[config.mk]
export PLATFORM = sky130hd
export DESIGN_NAME = lock_ctrl_fsm
export DESIGN_NICKNAME = d
export VERILOG_FILES = /design/src/rtl/lock_pkg.sv /design/src/rtl/lock_down_timer.sv /design/src/rtl/lock_ctrl_fsm.sv
export SDC_FILE = /design/constraint.sdc
export NUM_CORES = 1
export LEC_CHECK = 0
export CAP_MARGIN = 20
export CORE_MARGIN = 2
export CORE_UTILIZATION = 55
export DETAILED_ROUTE_END_ITERATION = 10
export GPL_ROUTABILITY_DRIVEN = 1
export PLACE_DENSITY = 0.73
export SLEW_MARGIN = 30
export SYNTH_ARGS = -nofsm -noshare
export SYNTH_HDL_FRONTEND = slang
export SYNTH_SLANG_ARGS = --single-unit
[constraint.sdc]
create_clock -name clk -period 7.1 [get_ports clk]
set_clock_uncertainty 0.15 [all_clocks]
set_input_delay 1.775 -clock clk [delete_from_list [all_inputs] [get_ports clk]]
set_output_delay 1.775 -clock clk [all_outputs]
set_load 0.02 [all_outputs]
[src/rtl/lock_pkg.sv]
// rtl/lock_pkg.sv - shared types and constants for the combination-lock controller
package lock_pkg;

   localparam int STATE_W   = 4;
   localparam int ATTEMPT_W = 4;
   localparam int ESC_MAX   = 3;

   typedef enum logic [STATE_W-1:0] {
      IDLE     = 4'd0,
      INPUT    = 4'd1,
      WAIT_IN  = 4'd2,
      COMPARE  = 4'd3,
      RESULT   = 4'd4,
      CHECK    = 4'd5,
      LOCKOUT  = 4'd6,
      STORE    = 4'd7,
      WAIT_ST  = 4'd8,
      STORE_PW = 4'd9
   } lock_state_t;

   // Next escalation level, holding at the cap once reached
   function automatic logic [1:0] esc_next(input logic [1:0] lvl);
      return (lvl == 2'(ESC_MAX)) ? lvl : lvl + 2'd1;
   endfunction

endpackage

[src/rtl/lock_down_timer.sv]
// rtl/lock_down_timer.sv - loadable down-counter with zero flag
module lock_down_timer #(
   parameter int CNT_W = 32
) (
   input  logic             clk,
   input  logic             system_reset,
   input  logic             load,
   input  logic [CNT_W-1:0] load_value,
   output logic             done
);

   logic [CNT_W-1:0] count;

   // Load has priority; otherwise count down and park at zero
   always_ff @(posedge clk) begin
      if (system_reset) begin
         count <= '0;
      end else if (load) begin
         count <= load_value;
      end else if (count != '0) begin
         count <= count - 1'b1;
      end
   end

   // Zero is the expiry condition seen by the controller
   always_comb begin
      done = (count == '0);
   end

endmodule

[src/rtl/lock_ctrl_fsm.sv]
// rtl/lock_ctrl_fsm.sv - lock sequencer with attempt limit and lockout timer (LOCK_ESCALATE_EN doubles lockout per level)
module lock_ctrl_fsm
   import lock_pkg::*;
#(
   parameter int MAX_ATTEMPTS   = 3,
   parameter int LOCKOUT_CYCLES = 50_000_000,
   parameter int CMP_TIMEOUT    = 16,
   parameter int CNT_W          = 32
) (
   input  logic                 clk,
   input  logic                 system_reset,
   input  logic                 input_button,
   input  logic                 store_button,
   input  logic                 submit_button,
   input  logic                 correct_password,
   input  logic                 invalid_password,
   output logic                 input_value,
   output logic                 store_value,
   output logic                 compare,
   output logic                 unlock_pulse,
   output logic                 locked,
   output logic [ATTEMPT_W-1:0] attempts_left
);

   localparam logic [ATTEMPT_W-1:0] MAX_A = ATTEMPT_W'(MAX_ATTEMPTS);

   lock_state_t          state, next_state;
   logic [ATTEMPT_W-1:0] fail_cnt;
   logic                 unlock_q;
   logic                 cmp_load, lock_load;
   logic                 cmp_done, lock_done;
   logic                 fail_event, correct_event;
   logic [CNT_W-1:0]     lock_load_value;

`ifdef LOCK_ESCALATE_EN
   logic [1:0] esc_level;

   // Escalation level rises on every lockout entry, cleared only by a correct password
   always_ff @(posedge clk) begin
      if (system_reset) begin
         esc_level <= 2'd0;
      end else if (correct_event) begin
         esc_level <= 2'd0;
      end else if (lock_load) begin
         esc_level <= esc_next(esc_level);
      end
   end

   // Lockout length doubles per escalation level
   always_comb begin
      lock_load_value = (CNT_W'(LOCKOUT_CYCLES) << esc_level) - CNT_W'(1);
   end
`else
   // Fixed lockout length
   always_comb begin
      lock_load_value = CNT_W'(LOCKOUT_CYCLES - 1);
   end
`endif

   lock_down_timer #(.CNT_W(CNT_W)) u_cmp_timer (
      .clk          (clk),
      .system_reset (system_reset),
      .load         (cmp_load),
      .load_value   (CNT_W'(CMP_TIMEOUT - 1)),
      .done         (cmp_done)
   );

   lock_down_timer #(.CNT_W(CNT_W)) u_lock_timer (
      .clk          (clk),
      .system_reset (system_reset),
      .load         (lock_load),
      .load_value   (lock_load_value),
      .done         (lock_done)
   );

   // State register, fail counter and the one-cycle unlock flag
   always_ff @(posedge clk) begin
      if (system_reset) begin
         state    <= IDLE;
         fail_cnt <= '0;
         unlock_q <= 1'b0;
      end else begin
         state    <= next_state;
         unlock_q <= correct_event;
         if (fail_event) begin
            if (fail_cnt != MAX_A) fail_cnt <= fail_cnt + 1'b1;
         end else if (correct_event) begin
            fail_cnt <= '0;
         end else if (state == LOCKOUT && lock_done) begin
            fail_cnt <= '0;
         end
      end
   end

   // Next-state logic; outputs decode the current state only
   always_comb begin
      next_state    = state;
      cmp_load      = 1'b0;
      lock_load     = 1'b0;
      fail_event    = 1'b0;
      correct_event = 1'b0;
      input_value   = 1'b0;
      store_value   = 1'b0;
      compare       = 1'b0;
      locked        = 1'b0;
      case (state)
         IDLE: begin
            if (input_button)      next_state = INPUT;
            else if (store_button) next_state = STORE;
         end
         INPUT: begin
            input_value = 1'b1;
            if (!input_button) next_state = WAIT_IN;
         end
         WAIT_IN: begin
            if (submit_button)     next_state = COMPARE;
            else if (input_button) next_state = INPUT;
         end
         COMPARE: begin
            compare = 1'b1;
            if (!submit_button) begin
               next_state = RESULT;
               cmp_load   = 1'b1;
            end
         end
         RESULT: begin
            compare = 1'b1;
            if (invalid_password || cmp_done) begin
               fail_event = 1'b1;
               next_state = CHECK;
            end else if (correct_password) begin
               correct_event = 1'b1;
               next_state    = IDLE;
            end
         end
         CHECK: begin
            if (fail_cnt == MAX_A) begin
               next_state = LOCKOUT;
               lock_load  = 1'b1;
            end else begin
               next_state = IDLE;
            end
         end
         LOCKOUT: begin
            locked = 1'b1;
            if (lock_done) next_state = IDLE;
         end
         STORE: begin
            store_value = 1'b1;
            if (!store_button) next_state = WAIT_ST;
         end
         WAIT_ST: begin
            if (store_button)       next_state = STORE;
            else if (submit_button) next_state = STORE_PW;
         end
         STORE_PW: begin
            if (!submit_button) next_state = IDLE;
         end
         default: begin
            next_state = IDLE;
         end
      endcase
   end

   // Registered flag and remaining-attempt count
   always_comb begin
      unlock_pulse  = unlock_q;
      attempts_left = MAX_A - fail_cnt;
   end

endmodule

Word-level counts from Yosys, hierarchy flattened
Index checks and enable logic that the tools add are counted.
{"block": "op_classes", "n_eq_ne": 21, "n_reduce_logical": 15, "n_addsub": 4, "n_mux": 36}
{"cell": "$mux 4", "n": 19}
{"cell": "$logic_not 32->1", "n": 2}
{"cell": "$reduce_bool 32->1", "n": 2}
{"cell": "$sub 32x1->32 const B", "n": 2}
{"cell": "$mux 26", "n": 2}
{"cell": "$pmux 4 s10", "n": 1}
{"cell": "$eq 4x3->1 const B", "n": 4}
{"cell": "$mux 1", "n": 13}
{"cell": "$eq 4x2->1 const B", "n": 3}
{"cell": "$ne 3x3->1 const B", "n": 4}
{"cell": "$ne 2x2->1 const B", "n": 5}
{"cell": "$reduce_and 9->1", "n": 1}
{"cell": "$eq 4x4->1 const B", "n": 2}
{"cell": "$reduce_or 2->1", "n": 3}
{"cell": "$add 4x1->4 const B", "n": 1}
{"cell": "$eq 4x1->1 const B", "n": 1}
{"cell": "$logic_not 4->1", "n": 1}
{"cell": "$ne 4x2->1 const B", "n": 1}
{"cell": "$reduce_bool 2->1", "n": 2}
{"cell": "$sub 2x4->4 const A", "n": 1}
{"cell": "$mux 3", "n": 1}
{"cell": "$reduce_bool 3->1", "n": 1}
{"cell": "$ne 2x1->1 const B", "n": 1}
{"cell": "$reduce_and 2->1", "n": 1}
{"cell": "other kinds (2)", "n": 2}
{"block": "word_totals", "in_bits": 7, "reg_bits": 73}

Logic depth before layout (Yosys ltp)
Gate-level depths: netlist of the first run.
{"block": "depth", "ltp_word": 6, "depth_mapped": 9, "ltp_nobuf": 8}

Modules after synthesis
A second synthesis of the first run with hierarchy kept.
{"block": "unflattened", "hier_cells": 529, "area_unflattened_um2": 4425.5}
{"module": "lock_down_timer at u_cmp_timer", "seq_area_each_um2": 640.6, "area_per_inst_um2": 1834.3, "instances": 1, "cells_each": 210}
{"module": "lock_down_timer at u_lock_timer", "seq_area_each_um2": 640.6, "area_per_inst_um2": 1825.5, "instances": 1, "cells_each": 213}
{"module": "lock_ctrl_fsm", "seq_area_each_um2": 180.2, "area_per_inst_um2": 765.7, "instances": 1, "cells_each": 106}

Worst setup path after synthesis of the first run
No wires, ideal clock.
{"block": "synth_timing", "path_type": "input to register", "start": "in store_button", "end": "reg state[0]", "path_slack_ns": 3.859, "path_buffers": 0, "setup_time_ns": 0.119, "arrival_ns": 2.972, "path_stages": 6, "path_cell_list": "or4_1 nor2_1 a21oi_1 o221ai_1 a21oi_1 o221a_2"}
{"block": "synth_via", "elab_chain_len": 2, "word_cells_on_any_way": 6, "cone_classes": "eq/ne: 3; mux: 2; reduce/logical: 1"}
{"element": "start: declaration", "line_no": "lock_ctrl_fsm.sv:13", "rtl": "input logic store_button,"}
{"element": "$ne 3x3->1 (no source line) (tied with other cells)"}
{"element": "$reduce_and 9->1 (no source line) or $pmux 4 s10 (tied branches)"}
{"element": "end signal: assignment", "line_no": "lock_ctrl_fsm.sv:83", "rtl": "state <= next_state;"}
{"element": "end: declaration", "line_no": "lock_ctrl_fsm.sv:27", "rtl": "lock_state_t state, next_state;"}
Several ways; a longest one is shown, not always the timed one.
A chain may end at the register's enable or synchronous reset.

Worst setup path in the final report of the first run
{"block": "layout_timing", "start": "reg state[1]", "end": "out compare"}
{"block": "layout_via", "elab_chain_len": 3, "word_cells_on_any_way": 4, "cone_classes": "eq/ne: 2; mux: 1; reduce/logical: 1"}
{"element": "$eq 4x3->1 or $eq 4x2->1 (tied branches)", "line_no": "lock_ctrl_fsm.sv:106", "rtl": "case (state)"}
{"element": "$reduce_or 2->1 (no source line) *"}
{"element": "$mux 1 *", "line_no": "lock_ctrl_fsm.sv:106"}
{"element": "end: declaration", "line_no": "lock_ctrl_fsm.sv:19", "rtl": "output logic compare,"}
Every way passes the cells marked *; elsewhere a longest branch is shown, timed or not.

==> impl_metrics.ini, run 1 <==
[status]
run_status = finished, violations left
violations = design-rule violations

[routing]
dr_total_vias = 2995
detail-route-antenna-nets = 0
wl_um = 6970
dr.pass1.iters = 7
routedWlPerCell_um = 13.4
viasPerCell = 5.75
initialDrtViolationCount = 115
drc = 1

[yosys]
ys_seq_area_frac = 0.397
ys_seq_elements = 73
synth_top_family_by_area = simple AND/OR/NAND/NOR gates
ys_top_cells_by_count = dfxtp_1, nor2_1, a21oi_1, xor2_1, xnor2_1
syn_inst = 432
synthTopCellsByArea = dfxtp_1, xor2_1, xnor2_1, nor2_1, a21oi_1
synth-simple-area-share = 0.284
synth_enable_flop_cells = 0
yosysMostFrequentCell = dfxtp_1
synth_area_mm2 = 0.00368
yosysWarningCount = 0
synthAdderAreaFrac = 0.0170
synthMuxAreaShare = 0.00306
ys.flop_type = dfxtp_1
yosys.area.top_type_share = 0.397
synth_xor_area_frac = 0.128
synth_cell_types = 56
synth_compound_area_frac = 0.129
async_reset_ff_frac = 0
syn_area_per_cell_um2 = 8.53
synth.largest_area_cell = dfxtp_1
syn_nets = 444

[layout]
fillers = 566
nNetsFinal = 451
syn2layout_area_growth_pct = 11.4
multi_input_area_mm2 = 0.00208
final_layout_size_suffix_gt1_frac = 0.0968
fin_util = 0.639
insertedDiodeCount = 0
regArea_mm2 = 0.00146

[cts]
clock-sinks = 73
cts-htree-levels = 3
worstSkewPairLatency_ps = 350
postCtsResizedCells = 0
cts_hold_buf = 0
cts_root_buf = clkbuf_8
postCtsSetupRepairBufs = 0
numCtsBuffers = 9
clk_pin_slew_ps = 70
cts_buffer_depth = 2
cts_tree = done

[critical_path]
r2r_setup_slack_ps = 4320
cp-end-kind = output pin
criticalPathCategory = flip-flop to output pin
required_ps = 5180
cp_max_fo = 13
arrival_ps = 1990
start_kind = flip-flop

[place]
dp_hpwl_um = 4720
place_congestion = 0.799
port_buffers = 15

[job]
cap_violations = 0

[timing]
achievable-frequency_mhz = 255
timing_hold_violations_final = 0
slew_viol_final = 0
fin_hold_ws_ps = 330
period_minus_slack_ps = 3920
fin_crit_sh = 0.552
fin_setup_tns_ps = 0
rsz0062_at_grt = false
worst_pin_slew_ps = 729
relSlewSlack = 0.514
setup_viol = 0

[floorplanning]
num_rows = 29
num_io_pins = 16
coreArea_mm2 = 0.00642
dieArea_mm2 = 0.00737
die_h_um = 85.8
die_w_um = 85.8
initial_core_util = 0.574

[global_route]
overflow = 0
first_global_vias = 2789
antenna_found_initial = 0
grt.total_usage = 0.202
grt_max_degree = 29
grt_first_pass_wirelength_um = 12000

[power]
max-vdd-ir-drop_mv = 0.298
powerDensity_mw_per_mm2 = 542
leakagePower_uw = 0.00155

[worst_hold_path]
hold_class = flip-flop to flip-flop
## layout make-up
cell class | count | area share
clock inverters | 6 | 0.0256
flip-flops and latches | 73 | 0.356
inverters | 14 | 0.0128
well taps | 77 | 0.0235
repair buffers | 19 | 0.0427
multi-input cells | 322 | 0.506
clock buffers | 10 | 0.0335
## per-stage QoR
stage / cells / area (um2) / setup slack, ps / power, uW
2_1_floorplan: 432 / 3680 / 3860 / 1610
5_1_grt: 521 / 4110 / 3020 / 2420
4_1_cts: 521 / 4110 / 2960 / 2240
3_3_place_gp: 505 / 3860 / 2740 / 1810
6_report: 521 / 4110 / 3180 / 2220
3_5_place_dp: 505 / 3860 / 2620 / 1840
## state kept, by name, summed over array words and instances (netlist names)
name	flops
unlock_pulse	1
u_lock_timer.count	32
u_cmp_timer.count	32
state	4
fail_cnt	4
## worst paths after layout
path	start	endpoint	depth (start not counted)
setup / recovery	state[1]$_SDFFE_PP0P_	compare	5
hold / removal	u_cmp_timer.count[13]$_SDFFE_PP0N_	u_cmp_timer.count[13]$_SDFFE_PP0N_	2
setup reg to reg	u_lock_timer.count[2]$_SDFFE_PP0P_	u_lock_timer.count[20]$_SDFFE_PP0P_	6
hold reg to reg	u_cmp_timer.count[13]$_SDFFE_PP0N_	u_cmp_timer.count[13]$_SDFFE_PP0N_	2
## cells in the final DEF, fill, tap and decap left out, drive strengths merged, types with 12 or more instances in the layout
cell,Yosys,routed
nor2,56,56
dfxtp,73,73
a21oi,36,36
nand2,25,25
xnor2,26,26
nor3,21,21
or4,12,12
nor4,15,15
xor2,28,28
clkdlybuf4s50,0,14
inv,14,14
## cells by family after synthesis
family,count (synthesis)
and+or+nand+nor,188
muxes,1
DFF,73
buffers and inverters,37
adders and majority gates,5
AOI/OAI and AO/OA,74
xor gates and xnor gates,54
## layer usage
metal,vias up,track usage,share of wire
met5,-,0,0
met4,0,0.0563,0.0089
met3,7,0.0654,0.048
met2,55,0.322,0.47
met1,1380,0.262,0.47
li1,1553,-,-
## worst max-delay path, stage by stage (launching register included)
cell,delay [ps]
dfxtp_1,580
nand2_1,190
nor2_1,120
a21oi_1,50
nor2_1,100
clkdlybuf4s50_1,610
## where the power goes
group | internal (uW) | switching [uW]
clock | 241 | 150
sequential | 549 | 136
combinational | 503 | 644
total | 1290 | 930
No activity file was read; power rests on OpenSTA's default activity.
==> inputs of run 2 (changes only) <==
--- a/config.mk
+++ b/config.mk
@@ -7,10 +7,10 @@
 export LEC_CHECK = 0
 export CAP_MARGIN = 20
 export CORE_MARGIN = 2
-export CORE_UTILIZATION = 55
+export CORE_UTILIZATION = 54
 export DETAILED_ROUTE_END_ITERATION = 10
 export GPL_ROUTABILITY_DRIVEN = 1
-export PLACE_DENSITY = 0.73
+export PLACE_DENSITY = 0.75
 export SLEW_MARGIN = 30
 export SYNTH_ARGS = -nofsm -noshare
 export SYNTH_HDL_FRONTEND = slang
==> constraint.sdc (replaced) <==
create_clock -name clk -period 3.6 [get_ports clk]
set_clock_uncertainty 0.15 [all_clocks]
set_input_delay 0.9 -clock clk [delete_from_list [all_inputs] [get_ports clk]]
set_output_delay 0.9 -clock clk [all_outputs]
set_load 0.02 [all_outputs]
==> impl_metrics.ini, run 2 (synthesis gave the netlist of run 1 again) <==
[status]
run_status = finished clean

[layout]
final_common_cell = dfxtp_1
finalInstanceArea_mm2 = 0.00410
final_layout_size_suffix_gt1_frac = 0.0921
insertedDiodeCount = 0
most-common-layout-cells = dfxtp_1, nor2_1, a21oi_1
nNetsFinal = 452
syn2layout_area_growth_pct = 11.4
fin_cells = 525
reg_top3 = u_cmp_timer.count x32, u_lock_timer.count x32

[floorplanning]
die_w_um = 86.6
dieArea_mm2 = 0.00750
num_io_pins = 16
die_h_um = 86.6
coreArea_mm2 = 0.00668
num_rows = 30
initial_core_util = 0.551

[timing]
timing_hold_violations_final = 0
rsz0062_at_grt = false
relSlewSlack = 0.501
fin_crit_sh = 0.849
fin_setup_tns_ps = 0
period_minus_slack_ps = 3060
setup_ws_ps = 544
worst_pin_slew_ps = 749
achievable-frequency_mhz = 327
slew_viol_final = 0
setup_viol = 0

[place]
port_buffers = 15
dpl.cell_count = 509
place_congestion = 0.798
dpl-instance-area_mm2 = 0.00388
pre_cts_ws_ps = 671
dp_hpwl_um = 4680

[worst_hold_path]
holdPathStages = 2
hold_class = flip-flop to flip-flop

[critical_path]
cp_common_cell = nor2_1
cp_cell_sequence = nand2_1, nor2_1, a21oi_1, nor2_1, clkdlybuf4s50_1
required_ps = 2550
cp-end-kind = output pin
rr_worst_depth = 6
cp_max_fo = 13
slowest_stage = clkdlybuf4s50_1
start_kind = flip-flop
arrival_ps = 2010
criticalPathCategory = flip-flop to output pin
critical_path.max_stage_delay_ps = 610

[cts]
numCtsBuffers = 9
cts-htree-levels = 3
cts_tree = done
worstSkewPairLatency_ps = 340
cts_root_buf = clkbuf_8
clk_pin_slew_ps = 80
postCtsResizedCells = 0
cts_hold_buf = 0
cts_buffer_depth = 2
clock-sinks = 73
postCtsSetupRepairBufs = 0

[power]
max-vdd-ir-drop_mv = 0.431
leakagePower_uw = 0.00154
powerDensity_mw_per_mm2 = 1060
finalPower_uw = 4330

[global_route]
first_global_vias = 2748
overflow = 0
grt.total_usage = 0.196
grt_max_degree = 29
antenna_found_initial = 0
grt_first_pass_wirelength_um = 12000

[routing]
dr.pass1.iters = 4
wl_um = 6890
initialDrtViolationCount = 143
drc = 0
routedWlPerCell_um = 13.1
detail-route-antenna-nets = 0
viasPerCell = 5.68
dr_total_vias = 2983

[job]
cap_violations = 0
## run 2: report_power, final
| group | internal [uW] | switching [uW] |
|---|---|---|
| sequential | 1080 | 269 |
| clock | 411 | 302 |
| combinational | 987 | 1280 |
## run 2: layer usage
metal,track usage,routed length (um),vias to the layer above
met5,0,0,-
met4,0.0753,104,0
met1,0.247,3380,1395
met2,0.326,3180,36
met3,0.0467,220,11
li1,-,-,1541
## run 2: area by class of cell
cell class | count | area (um2)
fillers | 586 | 2580
multi-input cells | 322 | 2080
flip-flops and latches | 73 | 1460
repair buffers | 20 | 188
clock buffers | 12 | 145
well taps | 80 | 100
clock inverters | 4 | 76.3
inverters | 14 | 52.6
## run 2: stage by stage
| step | hold WS [ps] | utilization |
|---|---|---|
| after floorplan | 298 | - |
| after global placement | 306 | 0.580 |
| after detailed placement | 317 | 0.581 |
| after CTS | 328 | 0.614 |
| after global routing | 360 | 0.614 |
| final | 324 | 0.614 |
## run 2: worst paths after layout
check | start | endpoint | slack [ps]
worst max-delay path | state[1]$_SDFFE_PP0P_ | compare | 540
worst min register to register | u_cmp_timer.count[13]$_SDFFE_PP0N_ | u_cmp_timer.count[13]$_SDFFE_PP0N_ | 320
worst max register to register | u_lock_timer.count[2]$_SDFFE_PP0P_ | state[0]$_SDFFE_PP0P_ | 800
worst min-delay path | u_cmp_timer.count[13]$_SDFFE_PP0N_ | u_cmp_timer.count[13]$_SDFFE_PP0N_ | 320
## run 2: worst max-delay path, delay by kind of cell (launching register included)
kind	cells	cell delay [ps]
buffers and inverters	1	610
AOI/OAI and AO/OA	1	50
DFF	1	580
and+or+nand+nor	3	420
==> inputs of run 3 (changes only) <==
==> constraint.sdc (replaced) <==
create_clock -name clk -period 2.75 [get_ports clk]
set_clock_uncertainty 0.15 [all_clocks]
set_input_delay 0.6875 -clock clk [delete_from_list [all_inputs] [get_ports clk]]
set_output_delay 0.6875 -clock clk [all_outputs]
set_load 0.02 [all_outputs]
==> impl_metrics.ini, run 3 (synthesis gave the netlist of run 1 again) <==
[global_route]
met2_usage = 0.344
grtUsageMet3 = 0.0533
antenna_found_initial = 0
grt.total_usage = 0.204
overflow = 0
grt_busiest_layer = met2
grt_max_degree = 29
met1_usage = 0.251
first_global_vias = 2895
grt_first_pass_wirelength_um = 12500

[critical_path]
arrival_ps = 1810
start_kind = flip-flop
criticalPathCategory = flip-flop to output pin
cp_max_fo = 15
required_ps = 1910
cp-end-kind = output pin

[floorplanning]
coreArea_mm2 = 0.00668
initial_core_util = 0.551
num_rows = 30
die_w_um = 86.6
die_h_um = 86.6
num_io_pins = 16
dieArea_mm2 = 0.00750

[routing]
wl_um = 7350
detail-route-antenna-nets = 0
dr_total_vias = 3086
initialDrtViolationCount = 97
routedWlPerCell_um = 13.6
dr.pass1.iters = 4
drc = 0
viasPerCell = 5.73

[power]
max-vdd-ir-drop_mv = 0.678
leakagePower_uw = 0.00164
powerDensity_mw_per_mm2 = 1390
finalPower_uw = 5870

[timing]
fin_hold_ws_ps = 324
fin_setup_tns_ps = 0
setup_ws_ps = 107
fin_crit_sh = 0.961
relSlewSlack = 0.644
slew_viol_final = 0
worst_pin_slew_ps = 528
rsz0062_at_grt = false
achievable-frequency_mhz = 378
timing_hold_violations_final = 0
setup_viol = 0
period_minus_slack_ps = 2640

[layout]
insertedDiodeCount = 0
final_common_cell = dfxtp_1
reg_top3 = u_cmp_timer.count x32, u_lock_timer.count x32
fillers = 594
syn2layout_area_growth_pct = 15.0
fin_cells = 539
nNetsFinal = 467
most-common-layout-cells = dfxtp_1, nor2_1, a21oi_1
final_layout_size_suffix_gt1_frac = 0.124

[cts]
numCtsBuffers = 9
worstSkewPairLatency_ps = 340
cts-htree-levels = 3
cts_tree = done
clk_pin_slew_ps = 70
cts_hold_buf = 0
cts_buffer_depth = 2
cts_root_buf = clkbuf_8
clock-sinks = 73

[job]
cap_violations = 0

[place]
place_congestion = 0.851
pre_cts_ws_ps = -15.3
dp_hpwl_um = 5080
dpl.cell_count = 524
port_buffers = 15

[status]
run_status = finished clean

[worst_hold_path]
hold_class = flip-flop to flip-flop
==> run 3: area by class of cell <==
| type | instances | area, um2 | share of cell area |
|---|---|---|---|
| Clock inverter | 3 | 65.1 | 0.0154 |
| Timing Repair Buffer | 35 | 328 | 0.0774 |
| Sequential cell | 73 | 1460 | 0.345 |
| Multi-Input combinational cell | 322 | 2080 | 0.492 |
| Inverter | 14 | 52.6 | 0.0124 |
| Clock buffer | 12 | 145 | 0.0342 |
| Tap cell | 80 | 100 | 0.0236 |
==> run 3: power breakdown <==
group / switching (uW) / internal, uW / total, uW
Sequential: 333 / 1420 / 1750
Clock: 373 / 530 / 903
Combinational: 1720 / 1490 / 3220
Total: 2430 / 3440 / 5870
==> run 3: path summary, 6_finish.rpt <==
kind                                             end  cells past startpoint  slack (ps)                          startpoint
hold / removal    u_cmp_timer.count[13]$_SDFFE_PP0N_                      2         320  u_cmp_timer.count[13]$_SDFFE_PP0N_
hold reg to reg   u_cmp_timer.count[13]$_SDFFE_PP0N_                      2         320  u_cmp_timer.count[13]$_SDFFE_PP0N_
setup / recovery                              locked                      4         110               state[3]$_SDFFE_PP0P_
setup reg to reg            fail_cnt[1]$_SDFFE_PP0P_                      6         160   u_cmp_timer.count[8]$_SDFFE_PP0N_
==> run 3: repair_timing <==
action,in CTS,in global routing
gates resized for setup,0,4
setup endpoints to repair,0,4
buffers inserted,0,0
==> run 3: metrics by stage <==
step | instance area (um2) | utilization
floorplan | 3680 | -
global placement | 4010 | 0.601
detailed placement | 4010 | 0.601
CTS | 4220 | 0.632
global route | 4240 | 0.634
finish | 4240 | 0.634
==> run 3: metal layers <==
layer	up-vias	share of wire
li1	1573	-
met1	1469	0.47
met2	36	0.49
met3	8	0.025
met4	0	0.013
met5	-	0
==> run 3: critical path, cell delays in order (launching register included) <==
cell	delay, ps
dfxtp_1	460
nor2b_1	230
nand2_1	100
inv_1	80
clkdlybuf4s50_1	600
